--- src/rtl/two_ch_splitter.sv ---
// Two-channel frame splitter: hunts AAAA headers, routes each frame to the
// sink picked by the header select bit. Define SPLITTER_ERR_CNT_EN to build the error counters.
module two_ch_splitter #(
    parameter int DATA_WIDTH = 64
) (
    input  logic                  CLK,
    input  logic                  RESET_N,
    input  logic [DATA_WIDTH-1:0] DIN,
    input  logic                  iVALID,
    output logic                  oREADY,
    input  logic                  CH0_FULL,
    input  logic                  CH1_FULL,
    output logic [DATA_WIDTH-1:0] CH0_DOUT,
    output logic [DATA_WIDTH-1:0] CH1_DOUT,
    output logic                  CH0_WE,
    output logic                  CH1_WE,
    output logic                  HDR_ERR,
    output logic                  FTR_ERR,
    output logic [15:0]           HDR_ERR_CNT,
    output logic [15:0]           FTR_ERR_CNT
);

    typedef enum logic {
        IDLE,
        ROUTE
    } state_t;

    localparam logic [DATA_WIDTH-1:0] DOUT_RST  = {16'h0000, {(DATA_WIDTH-16){1'b1}}};
    localparam logic [DATA_WIDTH-1:0] LOST_FTR  = {{(DATA_WIDTH-16){1'b1}}, 16'h55EE};

    state_t                  state;
    logic                    sel;

    logic                    is_hdr;
    logic                    is_ftr;
    logic                    sel_full;
    logic                    hdr_cut;
    logic                    xfer;
    logic                    wr_en;
    logic                    wr_ch;
    logic [DATA_WIDTH-1:0]   wr_data;
    logic                    hdr_err_nxt;
    state_t                  state_nxt;
    logic                    sel_nxt;

    function automatic logic [15:0] sat_inc(input logic [15:0] cnt, input logic hit);
        if (hit && cnt != 16'hFFFF)
            return cnt + 16'd1;
        return cnt;
    endfunction

    always_comb begin
        is_hdr   = (DIN[DATA_WIDTH-1 -: 16] == 16'hAAAA);
        is_ftr   = (DIN[15:0] == 16'h5555);
        sel_full = sel ? CH1_FULL : CH0_FULL;
        // A header arriving mid-frame is held off for one cycle while the lost footer is patched in.
        hdr_cut  = (state == ROUTE) && iVALID && is_hdr;

        oREADY = 1'b0;
        if (RESET_N) begin
            if (state == IDLE)
                oREADY = !CH0_FULL && !CH1_FULL;
            else
                oREADY = !sel_full && !hdr_cut;
        end
        xfer = iVALID && oREADY;
    end

    always_comb begin
        wr_en       = 1'b0;
        wr_ch       = sel;
        wr_data     = DIN;
        hdr_err_nxt = 1'b0;
        state_nxt   = state;
        sel_nxt     = sel;

        case (state)
            IDLE: begin
                if (xfer) begin
                    if (is_hdr) begin
                        wr_en   = 1'b1;
                        wr_ch   = DIN[DATA_WIDTH-17];
                        sel_nxt = DIN[DATA_WIDTH-17];
                        if (!is_ftr)
                            state_nxt = ROUTE;
                    end else begin
                        hdr_err_nxt = 1'b1;
                    end
                end
            end
            ROUTE: begin
                if (hdr_cut) begin
                    wr_en     = 1'b1;
                    wr_data   = LOST_FTR;
                    state_nxt = IDLE;
                end else if (xfer) begin
                    wr_en = 1'b1;
                    if (is_ftr)
                        state_nxt = IDLE;
                end
            end
            default: state_nxt = IDLE;
        endcase
    end

    always_ff @(posedge CLK or negedge RESET_N) begin
        if (!RESET_N) begin
            state    <= IDLE;
            sel      <= 1'b0;
            CH0_WE   <= 1'b0;
            CH1_WE   <= 1'b0;
            CH0_DOUT <= DOUT_RST;
            CH1_DOUT <= DOUT_RST;
            HDR_ERR  <= 1'b0;
            FTR_ERR  <= 1'b0;
        end else begin
            state   <= state_nxt;
            sel     <= sel_nxt;
            HDR_ERR <= hdr_err_nxt;
            FTR_ERR <= hdr_cut;
            CH0_WE  <= wr_en && !wr_ch;
            CH1_WE  <= wr_en && wr_ch;
            if (wr_en && !wr_ch)
                CH0_DOUT <= wr_data;
            if (wr_en && wr_ch)
                CH1_DOUT <= wr_data;
        end
    end

`ifdef SPLITTER_ERR_CNT_EN
    // Counters advance on the same edge that raises the matching pulse.
    always_ff @(posedge CLK or negedge RESET_N) begin
        if (!RESET_N) begin
            HDR_ERR_CNT <= 16'h0000;
            FTR_ERR_CNT <= 16'h0000;
        end else begin
            HDR_ERR_CNT <= sat_inc(HDR_ERR_CNT, hdr_err_nxt);
            FTR_ERR_CNT <= sat_inc(FTR_ERR_CNT, hdr_cut);
        end
    end
`else
    assign HDR_ERR_CNT = 16'h0000;
    assign FTR_ERR_CNT = 16'h0000;
`endif

endmodule

--- config.mk ---
export PLATFORM = sky130hd
export DESIGN_NAME = two_ch_splitter
export DESIGN_NICKNAME = d
export VERILOG_FILES = /design/src/rtl/two_ch_splitter.sv
export SDC_FILE = /design/constraint.sdc
export NUM_CORES = 1
export LEC_CHECK = 0
export BUFFER_PORTS_ARGS = -buffer_cell sky130_fd_sc_hd__buf_4
export CAP_MARGIN = 25
export CORE_MARGIN = 4
export CORE_UTILIZATION = 51
export DETAILED_ROUTE_END_ITERATION = 10
export GPL_ROUTABILITY_DRIVEN = 0
export HOLD_SLACK_MARGIN = 0.03
export PLACE_DENSITY = 0.85
export SYNTH_ARGS = -nofsm -noshare
export SYNTH_HDL_FRONTEND = slang
export SYNTH_SLANG_ARGS = --single-unit
--- constraint.sdc ---
create_clock -name CLK -period 2.8 [get_ports CLK]
set_input_delay 0.56 -clock CLK [delete_from_list [all_inputs] [get_ports CLK]]
set_output_delay 0.56 -clock CLK [all_outputs]
set_load 0.02 [all_outputs]
### Yosys cells after proc, flatten, opt, wreduce, memory -nomap -nowiden

Cells that the tools add are included.

| word-level totals | value |
|---|---|
| register bits after elaboration | 134 |
| input bits | 69 |
| output and inout bits | 165 |
| logic and storage cells | 45 |

| cells by class | value |
|---|---|
| equal/unequal tests | 2 |
| multiplexer cells | 22 |
| bitwise gates (word level) | 1 |
| reductions and logical operators | 12 |

Operators with widths:

| cell | number |
|---|---|
| $mux 64 | 2 |
| $mux 1 | 18 |
| $eq 16x15->1 const B | 1 |
| $eq 16x16->1 const B | 1 |
| $logic_and 1x1->1 | 7 |
| $logic_not 1->1 | 5 |
| $pmux 1 s2 | 2 |
| $not 1->1 | 1 |

### Depth between registers and ports, before layout

| depth | value |
|---|---|
| word-level depth | 11 |
| depth in mapped cells | 10 |
| mapped depth without buffers | 7 |

### Worst setup path after synthesis

Ideal clock, no wire load.

| timing | value |
|---|---|
| kind | input to register |
| start | input port DIN[62] |
| end | register CH0_DOUT[55] |
| arrival | 2068 ps |
| data required time | 2675 ps |
| setup slack | 607 ps |
| stages on the path | 7 |
| buffers on the path | 2 |
| cell sequence | and4bb_1 and4_4 buf_6 a31oi_1 a21boi_4 buf_6 mux2_2 |

| on the way | value |
|---|---|
| cells in the longest elaborated chain, start to end | 11 |
| elaborated cells between the ends (all ways) | 19 |
| those cells by class | eq/ne: 1; mux: 12; reduce/logical: 6 |

RTL lines:

| what | RTL line | text |
|---|---|---|
| from (decl) | 8 | `input logic [DATA_WIDTH-1:0] DIN,` |
| $eq 16x16->1 * | 53 | `is_hdr = (DIN[DATA_WIDTH-1 -: 16] == 16'hAAAA);` |
| $logic_and 1x1->1 | 57 | `hdr_cut = (state == ROUTE) && iVALID && is_hdr;` |
| $logic_not 1->1 | 64 | `oREADY = !sel_full && !hdr_cut;` |
| $logic_and 1x1->1 | 64 |  |
| $mux 1 | 61 | `if (state == IDLE)` |
| $mux 1 | 60 | `if (RESET_N) begin` |
| $logic_and 1x1->1 | 66 | `xfer = iVALID && oREADY;` |
| $mux 1 (on tied branches) | n/a |  |
| $mux 1 (on tied branches) | 92, 77 |  |
| $pmux 1 s2 / $logic_not 1->1 (equally long branches) | 77, 123 |  |
| $logic_and 1x1->1 | 123 | `if (wr_en && !wr_ch)` |
| to (signal assigned) | 124 | `CH0_DOUT <= wr_data;` |
| to (decl) | 13 | `output logic [DATA_WIDTH-1:0] CH0_DOUT,` |

Mark *: on every way between the ends. The rest lies on a longest branch, timed or not.
A chain may end at the register's enable or synchronous reset.

### Worst setup path after layout

| timing | value |
|---|---|
| start | input port RESET_N |
| end | register CH0_DOUT[44] |

| on the way | value |
|---|---|
| cells in the longest elaborated chain, start to end | 6 |
| elaborated cells between the ends (all ways) | 10 |
| those cells by class | mux: 7; reduce/logical: 3 |

RTL lines:

| what | RTL line | text |
|---|---|---|
| from (decl) | 7 | `input logic RESET_N,` |
| $mux 1 * | 60 |  |
| $logic_and 1x1->1 * | 66 |  |
| $mux 1 (on tied branches) | n/a |  |
| $mux 1 (on tied branches) | 92, 77 |  |
| $pmux 1 s2 / $logic_not 1->1 (equally long branches) | 77, 123 |  |
| $logic_and 1x1->1 * | 123 |  |

Marks and branches as above.

==> results by group <==
Logic synthesis
  • Ys async rst share: between 90% and 100%
  • Ys Warns: 0
  • Post-synth top flop: dfstp_2
  • Synth top area cells: dfstp_2 47%, dfrtp_1 18%, o22a_1 16%, buf_4 4.6%, mux2_2 3.3%
  • Sequential share of the synthesized area: approximately 64%
  • EDFF count, synth: 0
  • Avg Synthesized Cell Area: 14.65 um2
  • Post-synth cell types: 41
  • Synth Register Bits: 134
  • Mapped Cells: 370
  • Synth top area share: a little under half
  • Synthesized area: approximately 5400 um2
  • Synth area leader: dfstp_2

Worst setup path
  • Arrival time worst endpoint: approximately 3000 ps
  • Largest stage delay on the critical path: roughly 540 ps
  • Crit path max fanout: 50
  • Reg2reg end: CH0_DOUT[44]
  • Worst-case reg-to-reg path depth: 5
  • Crit path buf inv count: 3
  • Crit path launch: RESET_N
  • CP cell instances: dlygate4sd3_1, buf_4, nand2_1, nor4_2, a31oi_1, a21boi_4, inv_4, o22a_1
  • Worst Setup Path Type: in -> reg
  • Crit. End Element: register
  • Crit path max-delay family: buffers and inverters
  • Critical Path RT: approximately 3200 ps
  • Startpoint Class: input port
  • Critical path's slowest cell: dlygate4sd3_1
  • R2r startpoint: state
  • R2R Setup Slk: about 700 ps

Global route
  • Tot GR Track Use: 23.39%
  • Initial antenna violation count: 0
  • Vias in the first global route: 4313
  • Largest net degree at the start of global routing: 82
  • Congestion Overflow GR: 0
  • Global-route wire length before repair: 23030 um

Floorplan
  • Initial Util: a little over half
  • Chip width: 111.1 um
  • # IOs: about 230
  • Num rows: 37
  • Die height: around 110 um
  • Core Area: 10320 um2
  • Total die area: 12340 um2

Cells and area
  • Fill count: slightly above 700
  • Layout area overhead: 38.56%
  • Most common cell after layout, fill and taps aside: buf_4
  • Layout cell share with drive strength beyond 1: 62.35%
  • Final instance area: approximately 7500 um2
  • Most frequent cells in the layout: 209 x buf_4, 98 x o22a_1, 96 x dfstp_2
  • Nets: around 640
  • Number of diodes: 0

Route
  • Met2 wire len: ~7400 um
  • M1 WL: roughly 5400 um
  • Highest Signal Layer: met4
  • Post-DRT Antenna Nets: 0
  • Via-per-instance ratio: 5.467
  • DR WL/cell: 19.64 um
  • Pre-antenna DRT Iters: 4
  • Routed met3 length: around 1200 um
  • Final WL: about 14000 um
  • Total number of vias: slightly below 4000
  • Residual DRC count: 0
  • Starting DRT DRC Count: roughly 230

Status
  • Status: complete, no violations

STA
  • Final setup viols: 0
  • Count of pins over their slew limit: 0
  • Final Cycle Share: approximately nine tenths
  • Final worst clock skew: just over 10 ps
  • Final hold violation count: 0
  • Fin crit period: about 2500 ps
  • RSZ-0062 raised after global routing: false
  • Relative slew margins: between 50 and 60%
  • Max Fclk: 0.3995 GHz
  • Slew @ Worst Pin: ~600 ps
  • Setup TNS: 0 ps

Power and ir drop
  • Worst VDD drop: 0.0005917 V
  • Leak Pwr: 0.003455 uW
  • Total power: between 5000 and 6000 uW
  • PwrDens: approximately 740 nW/um2

Flow run
  • Total of max-cap violations: 0

Min path
  • HP Start: DIN[23]
  • HP Class: in -> reg
  • Hold Path End: CH0_DOUT[23]
  • Hold Crit Depth: 2

Clock tree
  • Clock Pin Slew Worst Setup and Hold Paths: roughly 60 ps
  • H-tree levels: 4
  • Clk sinks: approximately 130
  • Clock buffer depth: 2
  • Worst-Skew Late Latency: 510 ps
  • CTS tree: done
  • Clk root buf: clkbuf_8
  • CTS Buf Count: 17

Placement
  • Placed cell areas: 6858 um2
  • PortBufs: roughly 200
  • Detailed Place HPWL: around 10000 um
-- power by group --
part,switching [uW],leakage (uW),internal [uW]
registers,111,0.00148,2220
logic,519,0.00168,454
clock network,803,0.000292,1410
-- flip-flops by register name (all words and copies together), names as in the netlist --
signal and cells:
CH0_DOUT 64, CH1_WE 1, sel 1, CH1_DOUT 64, FTR_ERR 1, CH0_WE 1, state 1, HDR_ERR 1
-- how the worst max path moves through the flow --
| stage | end | slack [ps] | cells past startpoint |
|---|---|---|---|
| 4_1_cts | CH0_DOUT[56] | 150 | 7 |
| 2_1_floorplan | CH0_DOUT[55] | 610 | 7 |
| 3_3_place_gp | CH0_DOUT[31] | 140 | 7 |
| 6_report | CH0_DOUT[44] | 300 | 8 |
| 5_1_grt | CH0_DOUT[44] | 140 | 8 |
| 3_5_place_dp | CH0_DOUT[34] | 80 | 7 |
-- through the flow --
step	utilization (%)	worst slack (ps)	hold WS (ps)	cells
floorplan	-	606.9	264.4	401
global placement	66.43	142.4	456.8	689
detailed placement	66.43	77.39	463.4	689
CTS	72.44	147.1	247.9	722
global route	72.73	144.1	226.3	723
finish	72.73	296.8	271.1	723
-- worst register-to-register path, cell delays in order (launching register included) --
cell and delay (ps):
dfrtp_1 470, nor4_2 460, a31oi_1 200, a21boi_4 220
inv_4 450, o22a_1 240
-- cells in the mapped netlist, drive strengths merged (2+ instances only) --
cell type	count
o22a	98
dfstp	96
buf	53
dfrtp	38
mux2	16
a22o	12
inv	6
nand2	6
nor2	5
and4bb	4
clkbuf	4
nor4bb	4
a21oi	3
nand3	2
nand4	2
nor3	2
o21ai	2
-- layer usage --
| metal | vias up | global-route usage, % |
|---|---|---|
| li1 | 1740 | - |
| met5 | - | 0 |
| met3 | 20 | 9.771 |
| met4 | 0 | 8.110 |
| met1 | 1996 | 27.39 |
| met2 | 197 | 38.92 |
-- final cells by class --
type	count	area, um2	share of cell area (%)
Multi-Input combinational cell	204	1620	21.58
Clock buffer	21	491.7	6.549
Timing Repair Buffer	211	1607	21.40
Tap cell	136	170.2	2.266
Clock inverter	11	118.9	1.583
Inverter	6	27.53	0.3666
Sequential cell	134	3473	46.26
-- logic make-up (layout without fill, tap and decap cells) --
| logic type | count (synthesis) | in the layout | share of synthesized area [%] |
|---|---|---|---|
| other cells | 1 | 32 | 0.06920 |
| mux | 17 | 17 | 3.510 |
| compound gates | 124 | 124 | 20.04 |
| simple gates | 31 | 31 | 4.041 |
| flops | 134 | 134 | 64.10 |
| buf+inv | 63 | 249 | 8.243 |
-- repair_timing --
action / in CTS / in global routing
resized for setup: 0 / 1
hold endpoints to repair: 2 / 0
endpoints found under the setup margin: 0 / 8
buffers inserted: 0 / 0
hold buffers: 1 / 0
Note: power is estimated with default switching activity, not from simulation.
